==> src/rtl/cpu_boot_sequencer.sv <==
`default_nettype none
// ============================================================================
// Module   : cpu_boot_sequencer
// Purpose  : Load-and-run controller in front of the cpu top level. Streams
//            words into instruction memory, then into data memory, through
//            the external write ports. It then enables the cpu for a
//            programmed number of cycles and flags completion. While not
//            idle it is the only driver of the external memory ports.
// Ports    : clk, arst_n            clock, asynchronous active-low reset
//            start, abort          sequence control (abort has priority)
//            imem_len, dmem_len,   phase lengths, latched at start
//            run_len
//            s_valid/s_ready/s_data  input word stream
//            addr_ext/wen_ext/wdata_ext        imem write port (byte addr)
//            addr_ext_2/wen_ext_2/wdata_ext_2  dmem write port (byte addr)
//            cpu_enable, busy, done            status / cpu control
// Revision : 1.0 - initial release
// ============================================================================
module cpu_boot_sequencer #(
    parameter int IMEM_ADDR_W = 9,
    parameter int DMEM_ADDR_W = 10,
    parameter int CNT_W       = 32
) (
    input  logic                   clk,
    input  logic                   arst_n,
    input  logic                   start,
    input  logic                   abort,
    input  logic [IMEM_ADDR_W:0]   imem_len,
    input  logic [DMEM_ADDR_W:0]   dmem_len,
    input  logic [CNT_W-1:0]       run_len,
    input  logic                   s_valid,
    input  logic [63:0]            s_data,
    output logic                   s_ready,
    output logic [63:0]            addr_ext,
    output logic                   wen_ext,
    output logic [31:0]            wdata_ext,
    output logic [63:0]            addr_ext_2,
    output logic                   wen_ext_2,
    output logic [63:0]            wdata_ext_2,
    output logic                   cpu_enable,
    output logic                   busy,
    output logic                   done
);

    // One word index serves both load phases, so it is sized for the larger.
    localparam int c_idx_w = (IMEM_ADDR_W > DMEM_ADDR_W) ? IMEM_ADDR_W : DMEM_ADDR_W;
    localparam int c_len_w = c_idx_w + 1;

    typedef enum logic [2:0] {
        S_IDLE   = 3'd0,
        S_LOAD_I = 3'd1,
        S_LOAD_D = 3'd2,
        S_RUN    = 3'd3,
        S_DONE   = 3'd4
    } state_t;

    state_t                 r_state,     w_state_nxt;
    logic [IMEM_ADDR_W:0]   r_imem_len,  w_imem_len_nxt;
    logic [DMEM_ADDR_W:0]   r_dmem_len,  w_dmem_len_nxt;
    logic [CNT_W-1:0]       r_run_len,   w_run_len_nxt;
    logic [c_idx_w-1:0]     r_idx,       w_idx_nxt;
    logic [CNT_W-1:0]       r_cnt,       w_cnt_nxt;

    logic                   r_s_ready;
    logic [63:0]            r_addr,      w_addr_nxt;
    logic                   r_wen,       w_wen_nxt;
    logic [31:0]            r_wdata,     w_wdata_nxt;
    logic [63:0]            r_addr_2,    w_addr_2_nxt;
    logic                   r_wen_2,     w_wen_2_nxt;
    logic [63:0]            r_wdata_2,   w_wdata_2_nxt;
    logic                   r_cpu_enable;
    logic                   r_busy;
    logic                   r_done;

    logic                   w_accept;
    logic [c_len_w-1:0]     w_idx_inc;
    logic [IMEM_ADDR_W:0]   w_imem_len_clamp;
    logic [DMEM_ADDR_W:0]   w_dmem_len_clamp;

    // r_s_ready mirrors "state is a load phase", so it is a valid handshake term.
    assign w_accept  = s_valid & r_s_ready;
    assign w_idx_inc = {1'b0, r_idx} + c_len_w'(1);

    // Any length with the top bit set exceeds the memory; clamp to full size.
    assign w_imem_len_clamp = imem_len[IMEM_ADDR_W] ? {1'b1, {IMEM_ADDR_W{1'b0}}} : imem_len;
    assign w_dmem_len_clamp = dmem_len[DMEM_ADDR_W] ? {1'b1, {DMEM_ADDR_W{1'b0}}} : dmem_len;

    always_comb begin
        w_state_nxt    = r_state;
        w_imem_len_nxt = r_imem_len;
        w_dmem_len_nxt = r_dmem_len;
        w_run_len_nxt  = r_run_len;
        w_idx_nxt      = r_idx;
        w_cnt_nxt      = r_cnt;
        w_wen_nxt      = 1'b0;
        w_wen_2_nxt    = 1'b0;
        w_addr_nxt     = r_addr;
        w_wdata_nxt    = r_wdata;
        w_addr_2_nxt   = r_addr_2;
        w_wdata_2_nxt  = r_wdata_2;

        if (abort) begin
            // Returning to idle also drops any write from a beat taken this cycle.
            w_state_nxt = S_IDLE;
        end else begin
            case (r_state)
                S_IDLE, S_DONE: begin
                    if (start) begin
                        w_imem_len_nxt = w_imem_len_clamp;
                        w_dmem_len_nxt = w_dmem_len_clamp;
                        w_run_len_nxt  = run_len;
                        w_idx_nxt      = '0;
                        if (w_imem_len_clamp != '0) begin
                            w_state_nxt = S_LOAD_I;
                        end else if (w_dmem_len_clamp != '0) begin
                            w_state_nxt = S_LOAD_D;
                        end else if (run_len != '0) begin
                            w_state_nxt = S_RUN;
                            w_cnt_nxt   = run_len;
                        end else begin
                            w_state_nxt = S_DONE;
                        end
                    end
                end
                S_LOAD_I: begin
                    if (w_accept) begin
                        w_wen_nxt   = 1'b1;
                        w_addr_nxt  = 64'(r_idx[IMEM_ADDR_W-1:0]) << 2;
                        w_wdata_nxt = s_data[31:0];
                        if (w_idx_inc == c_len_w'(r_imem_len)) begin
                            w_idx_nxt = '0;
                            if (r_dmem_len != '0) begin
                                w_state_nxt = S_LOAD_D;
                            end else if (r_run_len != '0) begin
                                w_state_nxt = S_RUN;
                                w_cnt_nxt   = r_run_len;
                            end else begin
                                w_state_nxt = S_DONE;
                            end
                        end else begin
                            w_idx_nxt = w_idx_inc[c_idx_w-1:0];
                        end
                    end
                end
                S_LOAD_D: begin
                    if (w_accept) begin
                        w_wen_2_nxt   = 1'b1;
                        w_addr_2_nxt  = 64'(r_idx[DMEM_ADDR_W-1:0]) << 3;
                        w_wdata_2_nxt = s_data;
                        if (w_idx_inc == c_len_w'(r_dmem_len)) begin
                            w_idx_nxt = '0;
                            if (r_run_len != '0) begin
                                w_state_nxt = S_RUN;
                                w_cnt_nxt   = r_run_len;
                            end else begin
                                w_state_nxt = S_DONE;
                            end
                        end else begin
                            w_idx_nxt = w_idx_inc[c_idx_w-1:0];
                        end
                    end
                end
                S_RUN: begin
                    // r_cnt holds the enabled cycles remaining including this one.
                    if (r_cnt <= CNT_W'(1)) begin
                        w_state_nxt = S_DONE;
                    end else begin
                        w_cnt_nxt = r_cnt - CNT_W'(1);
                    end
                end
                default: w_state_nxt = S_IDLE;
            endcase
        end
    end

    always_ff @(posedge clk or negedge arst_n) begin
        if (!arst_n) begin
            r_state <= S_IDLE;
        end else begin
            r_state <= w_state_nxt;
        end
    end

    // Status outputs are decoded from the next state so they line up with r_state.
    always_ff @(posedge clk or negedge arst_n) begin
        if (!arst_n) begin
            r_imem_len   <= '0;
            r_dmem_len   <= '0;
            r_run_len    <= '0;
            r_idx        <= '0;
            r_cnt        <= '0;
            r_s_ready    <= 1'b0;
            r_addr       <= '0;
            r_wen        <= 1'b0;
            r_wdata      <= '0;
            r_addr_2     <= '0;
            r_wen_2      <= 1'b0;
            r_wdata_2    <= '0;
            r_cpu_enable <= 1'b0;
            r_busy       <= 1'b0;
            r_done       <= 1'b0;
        end else begin
            r_imem_len   <= w_imem_len_nxt;
            r_dmem_len   <= w_dmem_len_nxt;
            r_run_len    <= w_run_len_nxt;
            r_idx        <= w_idx_nxt;
            r_cnt        <= w_cnt_nxt;
            r_s_ready    <= (w_state_nxt == S_LOAD_I) || (w_state_nxt == S_LOAD_D);
            r_addr       <= w_addr_nxt;
            r_wen        <= w_wen_nxt;
            r_wdata      <= w_wdata_nxt;
            r_addr_2     <= w_addr_2_nxt;
            r_wen_2      <= w_wen_2_nxt;
            r_wdata_2    <= w_wdata_2_nxt;
            r_cpu_enable <= (w_state_nxt == S_RUN);
            r_busy       <= (w_state_nxt == S_LOAD_I) || (w_state_nxt == S_LOAD_D) ||
                            (w_state_nxt == S_RUN);
            r_done       <= (w_state_nxt == S_DONE);
        end
    end

    assign s_ready     = r_s_ready;
    assign addr_ext    = r_addr;
    assign wen_ext     = r_wen;
    assign wdata_ext   = r_wdata;
    assign addr_ext_2  = r_addr_2;
    assign wen_ext_2   = r_wen_2;
    assign wdata_ext_2 = r_wdata_2;
    assign cpu_enable  = r_cpu_enable;
    assign busy        = r_busy;
    assign done        = r_done;

endmodule
`default_nettype wire

==> config.mk <==
export PLATFORM = sky130hd
export DESIGN_NAME = cpu_boot_sequencer
export DESIGN_NICKNAME = d
export VERILOG_FILES = /design/src/rtl/cpu_boot_sequencer.sv
export SDC_FILE = /design/constraint.sdc
export NUM_CORES = 1
export LEC_CHECK = 0
export BUFFER_PORTS_ARGS = -buffer_cell sky130_fd_sc_hd__buf_2
export CORE_MARGIN = 1.5
export CORE_UTILIZATION = 40
export DETAILED_ROUTE_END_ITERATION = 7
export SETUP_SLACK_MARGIN = 0.2
export SLEW_MARGIN = 20
export SYNTH_ARGS = -nofsm -noshare
export SYNTH_HDL_FRONTEND = slang
export SYNTH_SLANG_ARGS = --single-unit
==> constraint.sdc <==
create_clock -name clk -period 4.2 [get_ports clk]
set_input_delay 0.21 -clock clk [delete_from_list [all_inputs] [get_ports clk]]
set_output_delay 0.21 -clock clk [all_outputs]
set_load 0.01 [all_outputs]
==> impl_results.md <==
- Crit path DAT: 4.15 ns
- CTS Buffer Depth: 3
- Start-to-end type of the worst setup path: reg -> reg
- Outcome: complete, but fails checks
- Peak Freq: 0.2653 GHz
- Worst Path Required: 4.58 ns
- CP max stage cell: a2111oi_0
- Iter 0 DRT Violations: 694
- Slew Limit Headroom: 31.87%
- Post-DRT Antenna Nets: 0
- First-pass GRT wire length: 51,010 um
- Initial core utilization: 40.85%
- WL final: 33,430 um
- # resized after CTS: 0
- IO buf count: 242
- Synthesis-to-finish area growth: 28.76%
- WL per Instance: 18.93 um
- DRC Markers: 0
- Worst setup SP type: register
- Netlist cell types: 71
- Cells along the critical path: nand4_1, nor2_1, xnor2_1, nor4_1, nand4bb_1, a21o_1, a2111oi_0, o22ai_1
- Power Total: 5936 uW
- Die height: 171.9 um
- Most frequent cells after synthesis: 219 x dfrtp_1, 151 x mux2_2, 109 x buf_4
- RSZ-0062 raised after global routing: false
- Nets@finish: 1,495
- Floorplan row count: 61
- TritonCTS buffer count: 25
- Hold path startpoint: run_len[26]
- Skew-Pair Late Insertion Delay: 0.55 ns
- Hpwl dp: 22,430 um
- Vias post-DR: 9,500
- Via-to-Cell Ratio: 5.379
- Max FO, Critical Path: 14
- Fin Setup TNS: 0 ns
- TritonCTS Sinks: 219
- Die width: 171.9 um
- Global placer's final weighted congestion: 0.8652
- VDD IR max: 299.1 uV
- Root Buffer: clkbuf_16
- CP Launch Point: r_idx[5]
- Worst Clk Skew: 0.01679 ns
- Htree depth: 1
- Number of flops mapped to enable cells by yosys: 0
- Register area share after synthesis: 48.03%
- Setup violations, final: 0
- Clock transition at the registers of the reported paths: 0.06 ns
- All-Layer GR Usage: 22.02%
- Crit Reg-Reg Startpoint: r_idx[5]
- Max-slew violations: 0
- Core box area: 27,930 um^2
- GRT overflow: 0
- Vias in the first global route: 9,076
- Hold Path Class: in -> reg
- Initial antenna violation count: 0
- Cells after Synth: 1,025
- Synth Register Bits: 219
- Top-count cell post-synth: dfrtp_1
- Die area: 29,550 um^2
- Leading area contributor after synthesis: dfrtp_1
- Final period utilization: 89.75%
- Slew @ Worst Pin: 1.016 ns
- Largest net degree at the start of global routing: 107
- Max cap viols: 0
- Pwr/cell area: 404.0 nW/um^2
- Main area contributors after synthesis: dfrtp_1 48%, mux2_2 15%, buf_4 7.2%
- CTS tree: done
- Fin crit period: 3.769 ns
- WHS: -0.002526 ns
- Avg Cell Area, Syn: 11.13 um^2
- Share of cells above drive strength 1: 34.37%
- Top cell type's share of synthesized area: 48.03%
- Diode count: 0
- Syn. warnings: 0
- Critical Path Max Stage Delay: 0.76 ns
- Worst setup EP type: register
- Failing checks: negative hold slack
- Synthesized cell area: 11,410 um^2
- Final Hold Fails: 2
- Detailed Routing Iterations Pass 1: 7
- Asr flop ratio synth: 100.0%
- IO Pins: 352
- Static Leak: 0.007006 uW
- FILL cells: 2,478
- Main flop type after synthesis: dfrtp_1
-- sequential cells by signal, indices dropped and copies added (netlist names) --
signal,cells
wen_ext,1
busy,1
addr_ext_2,10
cpu_enable,1
r_state,3
r_idx,10
r_run_len,32
wdata_ext,32
r_cnt,32
wdata_ext_2,64
wen_ext_2,1
r_imem_len,10
r_dmem_len,11
addr_ext,9
s_ready,1
done,1
-- layer usage --
layer | vias to the layer above | GRT usage (%) | part of all wire, %
met4 | 0 | 6.805 | 2.3
met5 | - | 0 | 0
met2 | 416 | 36.12 | 49
li1 | 4283 | - | -
met1 | 4749 | 30.11 | 42
met3 | 52 | 3.182 | 6.4
-- area by class of cell --
cell class / count / area [um^2] / share of cell area (%)
sequential: 219 / 5480 / 37.30
timing repair buffer: 381 / 2590 / 17.63
inverter: 14 / 57.56 / 0.3917
multi-input combinational: 729 / 5216 / 35.50
tap: 378 / 473.0 / 3.219
clock buffer: 36 / 737.0 / 5.016
clock inverter: 9 / 138.9 / 0.9452
-- critical path: cells and delay by family (launching register included) --
kind             cells  cell delay [ns]
flip-flops           1             0.62
XOR/XNOR             1             0.10
AND/OR/NAND/NOR      4             1.63
AO/OA/AOI/OAI        3             1.27
-- logic make-up (layout without fill, tap and decap cells) --
family / count (synthesis) / count (layout) / synth area share, %
AO/OA/AOI/OAI: 211 / 212 / 13.68
flip-flops: 219 / 219 / 48.03
multiplexers: 156 / 156 / 15.34
buffers and inverters: 186 / 440 / 10.04
AND/OR/NAND/NOR: 224 / 224 / 10.62
other: 1 / 109 / 0.03286
XOR/XNOR: 25 / 25 / 1.919
adder cells (fa/ha/maj): 3 / 3 / 0.3290
-- metrics by stage --
stage | cells | setup slack, ns | cell area (um^2) | util, % | hold WS, ns
after global routing | 1766 | 0.2701 | 14690 | 52.60 | 0.001060
final | 1766 | 0.4306 | 14690 | 52.60 | -0.002526
after floorplan | 1133 | 1.214 | 11820 | - | -0.08559
after CTS | 1765 | 0.4603 | 14680 | 52.55 | 0.003121
after detailed placement | 1605 | 0.4845 | 12650 | 45.30 | 0.1410
after global placement | 1605 | 0.5350 | 12650 | 45.30 | 0.1420
-- report_power, final --
| part | leakage, uW | switching, uW | internal [uW] |
|---|---|---|---|
| Clock | 0.000435 | 910 | 1410 |
| Combinational | 0.00369 | 562 | 499 |
| Sequential | 0.00288 | 201 | 2360 |
-- cell usage in the layout (no fill, tap or decap), types with 8 or more instances in the layout --
| master | count |
|---|---|
| buf_4 | 21 |
| inv_1 | 13 |
| dlygate4sd3_1 | 115 |
| xor2_1 | 12 |
| a222oi_1 | 13 |
| mux2_2 | 151 |
| nand2_1 | 45 |
| nor2_1 | 38 |
| a21oi_1 | 24 |
| nand3_1 | 12 |
| xnor2_1 | 13 |
| a221oi_1 | 13 |
| buf_2 | 241 |
| dfrtp_1 | 219 |
| nor4_1 | 27 |
| o2bb2ai_1 | 23 |
| nor3_1 | 21 |
| a31oi_1 | 13 |
| conb_1 | 109 |
| nand2b_1 | 23 |
| o31ai_1 | 9 |
| nand4_1 | 8 |
| o21ai_0 | 42 |
| clkbuf_16 | 25 |
| o2111ai_1 | 19 |
-- timing repair --
action                     4_1_cts  5_1_grt
hold endpoints to repair       193        0
setup endpoints to repair        0        1
buffers inserted                 0        0
hold buffers                   115        0
-- final timing paths --
kind                                 end  slack, ns  cells after the start
max                            r_cnt[28]       0.43                      8
min                        r_run_len[26]     -0.003                      2
max reg2reg                    r_cnt[28]       0.43                      8
min reg2reg                    r_cnt[18]       0.49                      1
max in group asynchronous  r_run_len[19]       2.86                      3
min in group asynchronous   r_run_len[0]       0.16                      2
Power figures use the tool's default switching activity.
